**src/rtl/mips_enc_pkg.sv**
```systemverilog
// Shared encoding constants and op enumeration for the instruction stream encoder
// and the EX-stage control decoder.
package mips_enc_pkg;

  typedef enum logic [4:0] {
    ENC_ADD, ENC_ADDU, ENC_SUB, ENC_SUBU, ENC_AND, ENC_OR, ENC_XOR, ENC_NOR,
    ENC_SLT, ENC_SLTU, ENC_MULT, ENC_MULTU, ENC_MFHI, ENC_MFLO,
    ENC_SLL, ENC_SRL, ENC_SRA, ENC_GPIO_WR, ENC_GPIO_RD,
    ENC_ADDI, ENC_ADDIU, ENC_SLTI, ENC_ANDI, ENC_ORI, ENC_XORI, ENC_LUI
  } enc_op_t;

  typedef enum logic [1:0] {
    ST_IDLE, ST_RUN, ST_PAD, ST_DONE
  } enc_state_t;

  localparam logic [5:0] OPC_RTYPE = 6'h00;
  localparam logic [5:0] OPC_ADDI  = 6'h08;
  localparam logic [5:0] OPC_ADDIU = 6'h09;
  localparam logic [5:0] OPC_SLTI  = 6'h0A;
  localparam logic [5:0] OPC_ANDI  = 6'h0C;
  localparam logic [5:0] OPC_ORI   = 6'h0D;
  localparam logic [5:0] OPC_XORI  = 6'h0E;
  localparam logic [5:0] OPC_LUI   = 6'h0F;

  localparam logic [5:0] FUNCT_SLL   = 6'h00;
  localparam logic [5:0] FUNCT_SRL   = 6'h02;
  localparam logic [5:0] FUNCT_SRA   = 6'h03;
  localparam logic [5:0] FUNCT_MFHI  = 6'h10;
  localparam logic [5:0] FUNCT_MFLO  = 6'h12;
  localparam logic [5:0] FUNCT_MULT  = 6'h18;
  localparam logic [5:0] FUNCT_MULTU = 6'h19;
  localparam logic [5:0] FUNCT_ADD   = 6'h20;
  localparam logic [5:0] FUNCT_ADDU  = 6'h21;
  localparam logic [5:0] FUNCT_SUB   = 6'h22;
  localparam logic [5:0] FUNCT_SUBU  = 6'h23;
  localparam logic [5:0] FUNCT_AND   = 6'h24;
  localparam logic [5:0] FUNCT_OR    = 6'h25;
  localparam logic [5:0] FUNCT_XOR   = 6'h26;
  localparam logic [5:0] FUNCT_NOR   = 6'h27;
  localparam logic [5:0] FUNCT_SLT   = 6'h2A;
  localparam logic [5:0] FUNCT_SLTU  = 6'h2B;

  // True for every defined op whose decoded form writes a general-purpose register
  function automatic logic enc_is_gpr_wr(input logic [4:0] op);
    return (op <= ENC_LUI) && (op != ENC_MULT) && (op != ENC_MULTU);
  endfunction

endpackage

```
**src/rtl/instr_word_pack.sv**
```systemverilog
// Combinational packer: abstract op plus register/immediate fields -> 32-bit MIPS word.
module instr_word_pack
  import mips_enc_pkg::*;
(
  input  logic [4:0]  op,
  input  logic [4:0]  rs,
  input  logic [4:0]  rt,
  input  logic [4:0]  rd,
  input  logic [4:0]  shamt,
  input  logic [15:0] imm,
  output logic [31:0] word,
  output logic        illegal,
  output logic        gpr_wr
);

  logic [5:0] funct;
  logic [5:0] opc;
  logic [4:0] sh;
  logic [4:0] rs_f;
  logic       itype;

  always_comb begin
    funct   = FUNCT_SLL;
    opc     = OPC_RTYPE;
    sh      = shamt;
    rs_f    = rs;
    itype   = 1'b0;
    illegal = 1'b0;
    case (op)
      ENC_ADD:   funct = FUNCT_ADD;
      ENC_ADDU:  funct = FUNCT_ADDU;
      ENC_SUB:   funct = FUNCT_SUB;
      ENC_SUBU:  funct = FUNCT_SUBU;
      ENC_AND:   funct = FUNCT_AND;
      ENC_OR:    funct = FUNCT_OR;
      ENC_XOR:   funct = FUNCT_XOR;
      ENC_NOR:   funct = FUNCT_NOR;
      ENC_SLT:   funct = FUNCT_SLT;
      ENC_SLTU:  funct = FUNCT_SLTU;
      ENC_MULT:  funct = FUNCT_MULT;
      ENC_MULTU: funct = FUNCT_MULTU;
      ENC_MFHI:  funct = FUNCT_MFHI;
      ENC_MFLO:  funct = FUNCT_MFLO;
      ENC_SLL:   funct = FUNCT_SLL;
      // shamt=0 shifts are reserved for the GPIO forms, so a real shift must move
      ENC_SRL: begin
        funct   = FUNCT_SRL;
        illegal = (shamt == 5'd0);
      end
      ENC_SRA: begin
        funct   = FUNCT_SRA;
        illegal = (shamt == 5'd0);
      end
      ENC_GPIO_WR: begin
        funct = FUNCT_SRL;
        sh    = 5'd0;
      end
      ENC_GPIO_RD: begin
        funct = FUNCT_SRA;
        sh    = 5'd0;
      end
      ENC_ADDI:  begin itype = 1'b1; opc = OPC_ADDI;  end
      ENC_ADDIU: begin itype = 1'b1; opc = OPC_ADDIU; end
      ENC_SLTI:  begin itype = 1'b1; opc = OPC_SLTI;  end
      ENC_ANDI:  begin itype = 1'b1; opc = OPC_ANDI;  end
      ENC_ORI:   begin itype = 1'b1; opc = OPC_ORI;   end
      ENC_XORI:  begin itype = 1'b1; opc = OPC_XORI;  end
      ENC_LUI: begin
        itype = 1'b1;
        opc   = OPC_LUI;
        rs_f  = 5'd0;
      end
      default:   illegal = 1'b1;
    endcase

    if (illegal) begin
      word = 32'h0;
    end else if (itype) begin
      word = {opc, rs_f, rt, imm};
    end else begin
      word = {OPC_RTYPE, rs_f, rt, rd, sh, funct};
    end
  end

  assign gpr_wr = !illegal && enc_is_gpr_wr(op);

endmodule

```
**src/rtl/instr_stream_encoder.sv**
```systemverilog
// Boot/self-test program loader: packs commands into MIPS words and writes imem sequentially.
// Optional hazard NOP padding after GPR-writing ops is enabled by defining ENC_HAZARD_PAD_EN.
module instr_stream_encoder
  import mips_enc_pkg::*;
#(
  parameter int ADDR_W  = 8,
  parameter int NOP_PAD = 3
) (
  input  logic              clk,
  input  logic              rst,
  input  logic              start,
  input  logic [ADDR_W-1:0] base_addr,
  input  logic              cmd_valid,
  output logic              cmd_ready,
  input  logic [4:0]        cmd_op,
  input  logic [4:0]        cmd_rd,
  input  logic [4:0]        cmd_rs,
  input  logic [4:0]        cmd_rt,
  input  logic [4:0]        cmd_shamt,
  input  logic [15:0]       cmd_imm,
  input  logic              cmd_last,
  output logic              imem_we,
  output logic [ADDR_W-1:0] imem_addr,
  output logic [31:0]       imem_wdata,
  output logic              busy,
  output logic              done,
  output logic [ADDR_W:0]   wr_count,
  output logic              err_illegal,
  output logic              err_overflow
);

`ifdef ENC_HAZARD_PAD_EN
  localparam bit PadEn = 1'b1;
`else
  localparam bit PadEn = 1'b0;
`endif
  localparam int PadLen = PadEn ? NOP_PAD : 0;
  localparam int PcW    = (PadLen < 2) ? 1 : $clog2(PadLen + 1);

  enc_state_t        state_q, state_d;
  logic [ADDR_W-1:0] addr_q;
  logic [ADDR_W:0]   count_q;
  logic [PcW-1:0]    pad_cnt_q;
  logic              last_pend_q;
  logic              err_illegal_q;
  logic              err_overflow_q;

  logic              vld_p1;
  logic [31:0]       word_p1;
  logic [ADDR_W-1:0] waddr_p1;

  logic [31:0]       pk_word;
  logic              pk_illegal;
  logic              pk_gpr;

  logic accept, cmd_wr, cmd_pad, at_end;
  logic pad_wr, pad_final, ovf_cmd, ovf_pad, any_wr;

  instr_word_pack u_pack (
    .op      (cmd_op),
    .rs      (cmd_rs),
    .rt      (cmd_rt),
    .rd      (cmd_rd),
    .shamt   (cmd_shamt),
    .imm     (cmd_imm),
    .word    (pk_word),
    .illegal (pk_illegal),
    .gpr_wr  (pk_gpr)
  );

  assign accept    = (state_q == ST_RUN) && cmd_valid;
  assign cmd_wr    = accept && !pk_illegal;
  assign cmd_pad   = cmd_wr && pk_gpr && (PadLen != 0);
  assign at_end    = &addr_q;
  assign pad_wr    = (state_q == ST_PAD);
  assign pad_final = (pad_cnt_q == PcW'(1));
  // A write to the last word is only allowed if nothing else of the program follows it
  assign ovf_cmd   = cmd_wr && at_end && (!cmd_last || cmd_pad);
  assign ovf_pad   = pad_wr && at_end && !(pad_final && last_pend_q);
  assign any_wr    = cmd_wr || pad_wr;

  always_ff @(posedge clk) begin
    if (rst) begin
      state_q <= ST_IDLE;
    end else begin
      state_q <= state_d;
    end
  end

  always_comb begin
    state_d = state_q;
    case (state_q)
      ST_IDLE: if (start) state_d = ST_RUN;
      ST_RUN: begin
        if (accept) begin
          if (ovf_cmd)       state_d = ST_DONE;
          else if (cmd_pad)  state_d = ST_PAD;
          else if (cmd_last) state_d = ST_DONE;
        end
      end
      ST_PAD: begin
        if (ovf_pad || (pad_final && last_pend_q)) state_d = ST_DONE;
        else if (pad_final)                        state_d = ST_RUN;
      end
      ST_DONE: state_d = ST_IDLE;
      default: state_d = ST_IDLE;
    endcase
  end

  always_comb begin
    cmd_ready = (state_q == ST_RUN);
    busy      = (state_q != ST_IDLE);
    done      = (state_q == ST_DONE);
  end

  always_ff @(posedge clk) begin
    if (rst) begin
      addr_q         <= '0;
      count_q        <= '0;
      pad_cnt_q      <= '0;
      last_pend_q    <= 1'b0;
      err_illegal_q  <= 1'b0;
      err_overflow_q <= 1'b0;
    end else begin
      if ((state_q == ST_IDLE) && start) begin
        addr_q         <= base_addr;
        count_q        <= '0;
        err_illegal_q  <= 1'b0;
        err_overflow_q <= 1'b0;
      end else if (any_wr) begin
        if (!at_end) addr_q <= addr_q + 1'b1;
        count_q <= count_q + 1'b1;
      end
      if (accept && pk_illegal) err_illegal_q <= 1'b1;
      if (ovf_cmd || ovf_pad)   err_overflow_q <= 1'b1;
      if (cmd_pad) begin
        pad_cnt_q   <= PcW'(PadLen);
        last_pend_q <= cmd_last;
      end else if (pad_wr) begin
        pad_cnt_q <= pad_cnt_q - 1'b1;
      end
    end
  end

  // Stage 1: registered imem write port
  always_ff @(posedge clk) begin
    if (rst) begin
      vld_p1   <= 1'b0;
      word_p1  <= '0;
      waddr_p1 <= '0;
    end else begin
      vld_p1 <= any_wr;
      if (any_wr) begin
        word_p1  <= pad_wr ? 32'h0 : pk_word;
        waddr_p1 <= addr_q;
      end
    end
  end

  assign imem_we      = vld_p1;
  assign imem_addr    = waddr_p1;
  assign imem_wdata   = word_p1;
  assign wr_count     = count_q;
  assign err_illegal  = err_illegal_q;
  assign err_overflow = err_overflow_q;

endmodule

```
**config.mk**
```make
export PLATFORM = sky130hd
export DESIGN_NAME = instr_stream_encoder
export DESIGN_NICKNAME = d
export VERILOG_FILES = /design/src/rtl/mips_enc_pkg.sv /design/src/rtl/instr_word_pack.sv /design/src/rtl/instr_stream_encoder.sv
export SDC_FILE = /design/constraint.sdc
export NUM_CORES = 1
export LEC_CHECK = 0
export BUFFER_PORTS_ARGS = -buffer_cell sky130_fd_sc_hd__buf_2
export CORE_UTILIZATION = 51
export DETAILED_ROUTE_END_ITERATION = 10
export GPL_TIMING_DRIVEN = 0
export PLACE_DENSITY = 0.81
export SLEW_MARGIN = 20
export SYNTH_ARGS = -nofsm -noshare
export SYNTH_HDL_FRONTEND = slang
export SYNTH_SLANG_ARGS = --single-unit
export TNS_END_PERCENT = 100
```
**constraint.sdc**
```tcl
create_clock -name clk -period 2.65 [get_ports clk]
set_input_delay 0.53 -clock clk [delete_from_list [all_inputs] [get_ports clk]]
set_output_delay 0.53 -clock clk [all_outputs]
set_load 0.02 [all_outputs]
```
==> run metrics <==
Total Nets Final 565; relative contribution of the clock network to total power 40.5%; synthesis-to-finish area growth 25.64%; overall global routing resource usage 29.44%; post-cts hold buffer count 0; final core utilization 67.46%; outcome finished clean; number of global-route vias before repair 3200; average routed wire per standard cell 16.04 µm; total setup violations reported at the end of the flow 0; standard-cell row count 28; WS Path Type flip-flop to flip-flop; post-placement setup slack 0.3664 ns; ratio of cells with drive above 1 in the final layout 28.99%; dominant synthesized flop cell sky130_fd_sc_hd__dfxtp_1; total number of vias 3525; level count of the clock H-tree 3; endpoint class of the critical path flip-flop; fraction of registers with async set or reset after synthesis 0%; initial antenna violation count 0; initial DRC count 220; setup TNS after final layout 0 ns; switching power 0.0006134 W; I/O Pins 109; Max-cap violations 0; number of cells on the worst reg-to-reg path 7; arrival time reported for the critical path endpoint 2.39 ns; fin area 0.004065 mm²; per-cell via count in the routed design 5.985; Die ar. 0.006667 mm²; post-synthesis instance total 393; Slew headroom 58.54%; Max Clk Rate 0.4631 GHz; number of enable flip-flop cells after synthesis 0; CTS Root Buffer Type sky130_fd_sc_hd__clkbuf_8; endpoint of the worst-slack reg-to-reg timing path addr_q[1]; largest net degree at the start of global routing 11; measured slew at the worst slew-check pin 0.6205 ns; residual DRC count 0; required arrival time at the worst endpoint 2.89 ns; Clock Skew 0.01137 ns; final worst path period share 81.48%; clk_lat worst skew 0.35 ns; reg-to-reg startpoint addr_q[0]; Core Box Area 0.006026 mm²; Reg2Reg Setup Slack 0.49 ns; starting density of the core 53.70%; Vert. Die Dim 81.65 µm; final critical-path setup slack 0.4907 ns; TritonCTS clock tree yes; clock buffer depth 2; final weighted congestion in routability-driven placement 0.9338; wire length of the first global-routing pass 15060 µm; Final HPWL DP 6742 µm; standard cell area after detailed placement 0.003854 mm²; setup bufs post-CTS 0; Die Span X 81.65 µm; post-synthesis instance area 0.003236 mm²; final slew viol count 0; Int Pwr 0.001589 W; leakage power total 1.700 nW; setup repair after global routing missed its margin false; aggregate routed wire length 9449 µm; sequential power share 44.0%; Sw Ratio 27.85%; number of distinct library cells after synthesis 58; fin crit period 2.159 ns; Clock transition at path regs 0.07 ns; Critical Path Sink addr_q[1]; class of the most critical hold timing path input port to flip-flop; launching element of the worst setup path addr_q[0]; crit path max fanout 8; post-cts sizing count 0; worst ir drop on vdd 0.4274 mV; average size of a mapped cell 8.233 µm²; DR pass1 iterations 4; fraction of power consumed by combinational cells 15.5%; sequential fraction of the synthesis area 37.74%; worst hold slack 0.4262 ns; grt ovf 0; number of sinks driven by the clock tree 61; Num CTS Buffers 9; power per cell area 541.8 mW/mm²; number of warnings reported in the yosys synthesis log 0; count of endpoints failing hold in the final timing report 0; ANT cells 0; number of I/O port buffers 104; number of nets still failing antenna checks after routing 0; FF+latch count, synth 61; CP Launch Type flip-flop
-- cell type report --
cell class	instances	area, µm²
inverters	6	22.52
clock buffers	13	168.9
flip-flops and latches	61	1221
plain buffers	35	186.4
clock inverters	3	42.54
repair buffers	104	520.5
fillers	534	1961
multi-input cells	292	1809
well taps	75	93.84
-- how the worst min path moves through the flow --
stage | from | endpoint | cells past startpoint
3_3_place_gp | imem_wdata[12] | imem_wdata[12] | 1
3_5_place_dp | imem_wdata[2] | imem_wdata[2] | 1
2_1_floorplan | addr_q[1] | imem_addr[1] | 2
5_1_grt | cmd_rt[3] | imem_wdata[19] | 3
6_report | cmd_rt[3] | imem_wdata[19] | 3
4_1_cts | cmd_rt[3] | imem_wdata[19] | 3
-- routing by layer --
metal,global-route usage [%],up-vias,wire length [µm]
met5,0,-,0
met2,51.17,163,4681
li1,-,1669,-
met3,4.333,20,638
met1,35.77,1673,3937
met4,13.33,0,191
-- logic make-up after synthesis --
| group | share of synthesized area [%] |
|---|---|
| AOI/OAI and AO/OA | 24.44 |
| DFF | 37.74 |
| and+or+nand+nor | 24.86 |
| xor gates and xnor gates | 0.5415 |
| other | 0.1159 |
| adders and majority gates | 1.083 |
| buffers and inverters | 6.457 |
| muxes | 4.756 |
-- cells in the final DEF, fill, tap and decap left out, types with 4 or more instances in the layout --
| cell | netlist | routed |
|---|---|---|
| sky130_fd_sc_hd__a21oi_1 | 50 | 50 |
| sky130_fd_sc_hd__o32ai_1 | 7 | 7 |
| sky130_fd_sc_hd__o2bb2ai_1 | 9 | 9 |
| sky130_fd_sc_hd__mux2i_1 | 12 | 12 |
| sky130_fd_sc_hd__buf_2 | 5 | 109 |
| sky130_fd_sc_hd__nand4_1 | 5 | 5 |
| sky130_fd_sc_hd__o21ai_0 | 24 | 24 |
| sky130_fd_sc_hd__nor3_1 | 6 | 6 |
| sky130_fd_sc_hd__nand3_1 | 49 | 49 |
| sky130_fd_sc_hd__or3_1 | 11 | 11 |
| sky130_fd_sc_hd__dfxtp_1 | 61 | 61 |
| sky130_fd_sc_hd__a211oi_1 | 6 | 6 |
| sky130_fd_sc_hd__nand2_1 | 45 | 45 |
| sky130_fd_sc_hd__clkbuf_8 | 0 | 12 |
| sky130_fd_sc_hd__nor2_1 | 6 | 6 |
| sky130_fd_sc_hd__buf_4 | 9 | 9 |
| sky130_fd_sc_hd__and3b_1 | 4 | 4 |
| sky130_fd_sc_hd__and3_1 | 4 | 4 |
| sky130_fd_sc_hd__clkbuf_1 | 18 | 19 |
| sky130_fd_sc_hd__inv_1 | 6 | 6 |
| sky130_fd_sc_hd__nor2b_1 | 4 | 4 |
-- sequential cells by signal, indices dropped and copies added (netlist names) --
register and cells:
addr_q 8, err_illegal 1, err_overflow 1, imem_addr 8
imem_wdata 30, imem_we 1, pad_cnt_q 1, state_q 2
wr_count 9
-- stage by stage --
stage / power (W) / cells
2_1_floorplan: 0.001203 / 394
4_1_cts: 0.002199 / 589
6_report: 0.002202 / 589
5_1_grt: 0.002274 / 589
3_3_place_gp: 0.001318 / 573
3_5_place_dp: 0.001324 / 573
-- worst max-delay path, cell delays in order (launching register included) --
cell,delay [ns]
sky130_fd_sc_hd__dfxtp_1,0.40
sky130_fd_sc_hd__ha_1,0.22
sky130_fd_sc_hd__and3_1,0.21
sky130_fd_sc_hd__and4_1,0.19
sky130_fd_sc_hd__buf_2,0.20
sky130_fd_sc_hd__o21ai_0,0.12
sky130_fd_sc_hd__a21oi_2,0.34
sky130_fd_sc_hd__mux2_2,0.38
-- synth_stat cells (4+ instances only) --
library cell                 n  area, µm²
sky130_fd_sc_hd__nor3_1      6      30.03
sky130_fd_sc_hd__o2bb2ai_1   9      78.83
sky130_fd_sc_hd__nor2b_1     4      25.02
sky130_fd_sc_hd__a211oi_1    6      45.04
sky130_fd_sc_hd__nand2_1    45      168.9
sky130_fd_sc_hd__and3_1      4      25.02
sky130_fd_sc_hd__nand3_1    49      245.2
sky130_fd_sc_hd__a21oi_1    50      250.2
sky130_fd_sc_hd__and3b_1     4      35.03
sky130_fd_sc_hd__inv_1       6      22.52
sky130_fd_sc_hd__o21ai_0    24      120.1
sky130_fd_sc_hd__nor2_1      6      22.52
sky130_fd_sc_hd__or3_1      11      68.82
sky130_fd_sc_hd__o32ai_1     7      61.31
sky130_fd_sc_hd__mux2i_1    12      120.1
sky130_fd_sc_hd__clkbuf_1   18      67.56
sky130_fd_sc_hd__buf_2       5      25.02
sky130_fd_sc_hd__nand4_1     5      31.28
sky130_fd_sc_hd__dfxtp_1    61       1221
sky130_fd_sc_hd__buf_4       9      67.56
-- power by group through the flow --
stage | Clock (W) | Sequential, W | Combinational, W
5_1_grt | 0.000931 | 0.000973 | 0.000370
6_report | 0.000892 | 0.000970 | 0.000341
3_3_place_gp | 0 | 0.000988 | 0.000330
4_1_cts | 0.000892 | 0.000969 | 0.000338
3_5_place_dp | 0 | 0.000989 | 0.000335
2_1_floorplan | 0 | 0.00101 | 0.000194
No activity file was read; power rests on OpenSTA's default activity.
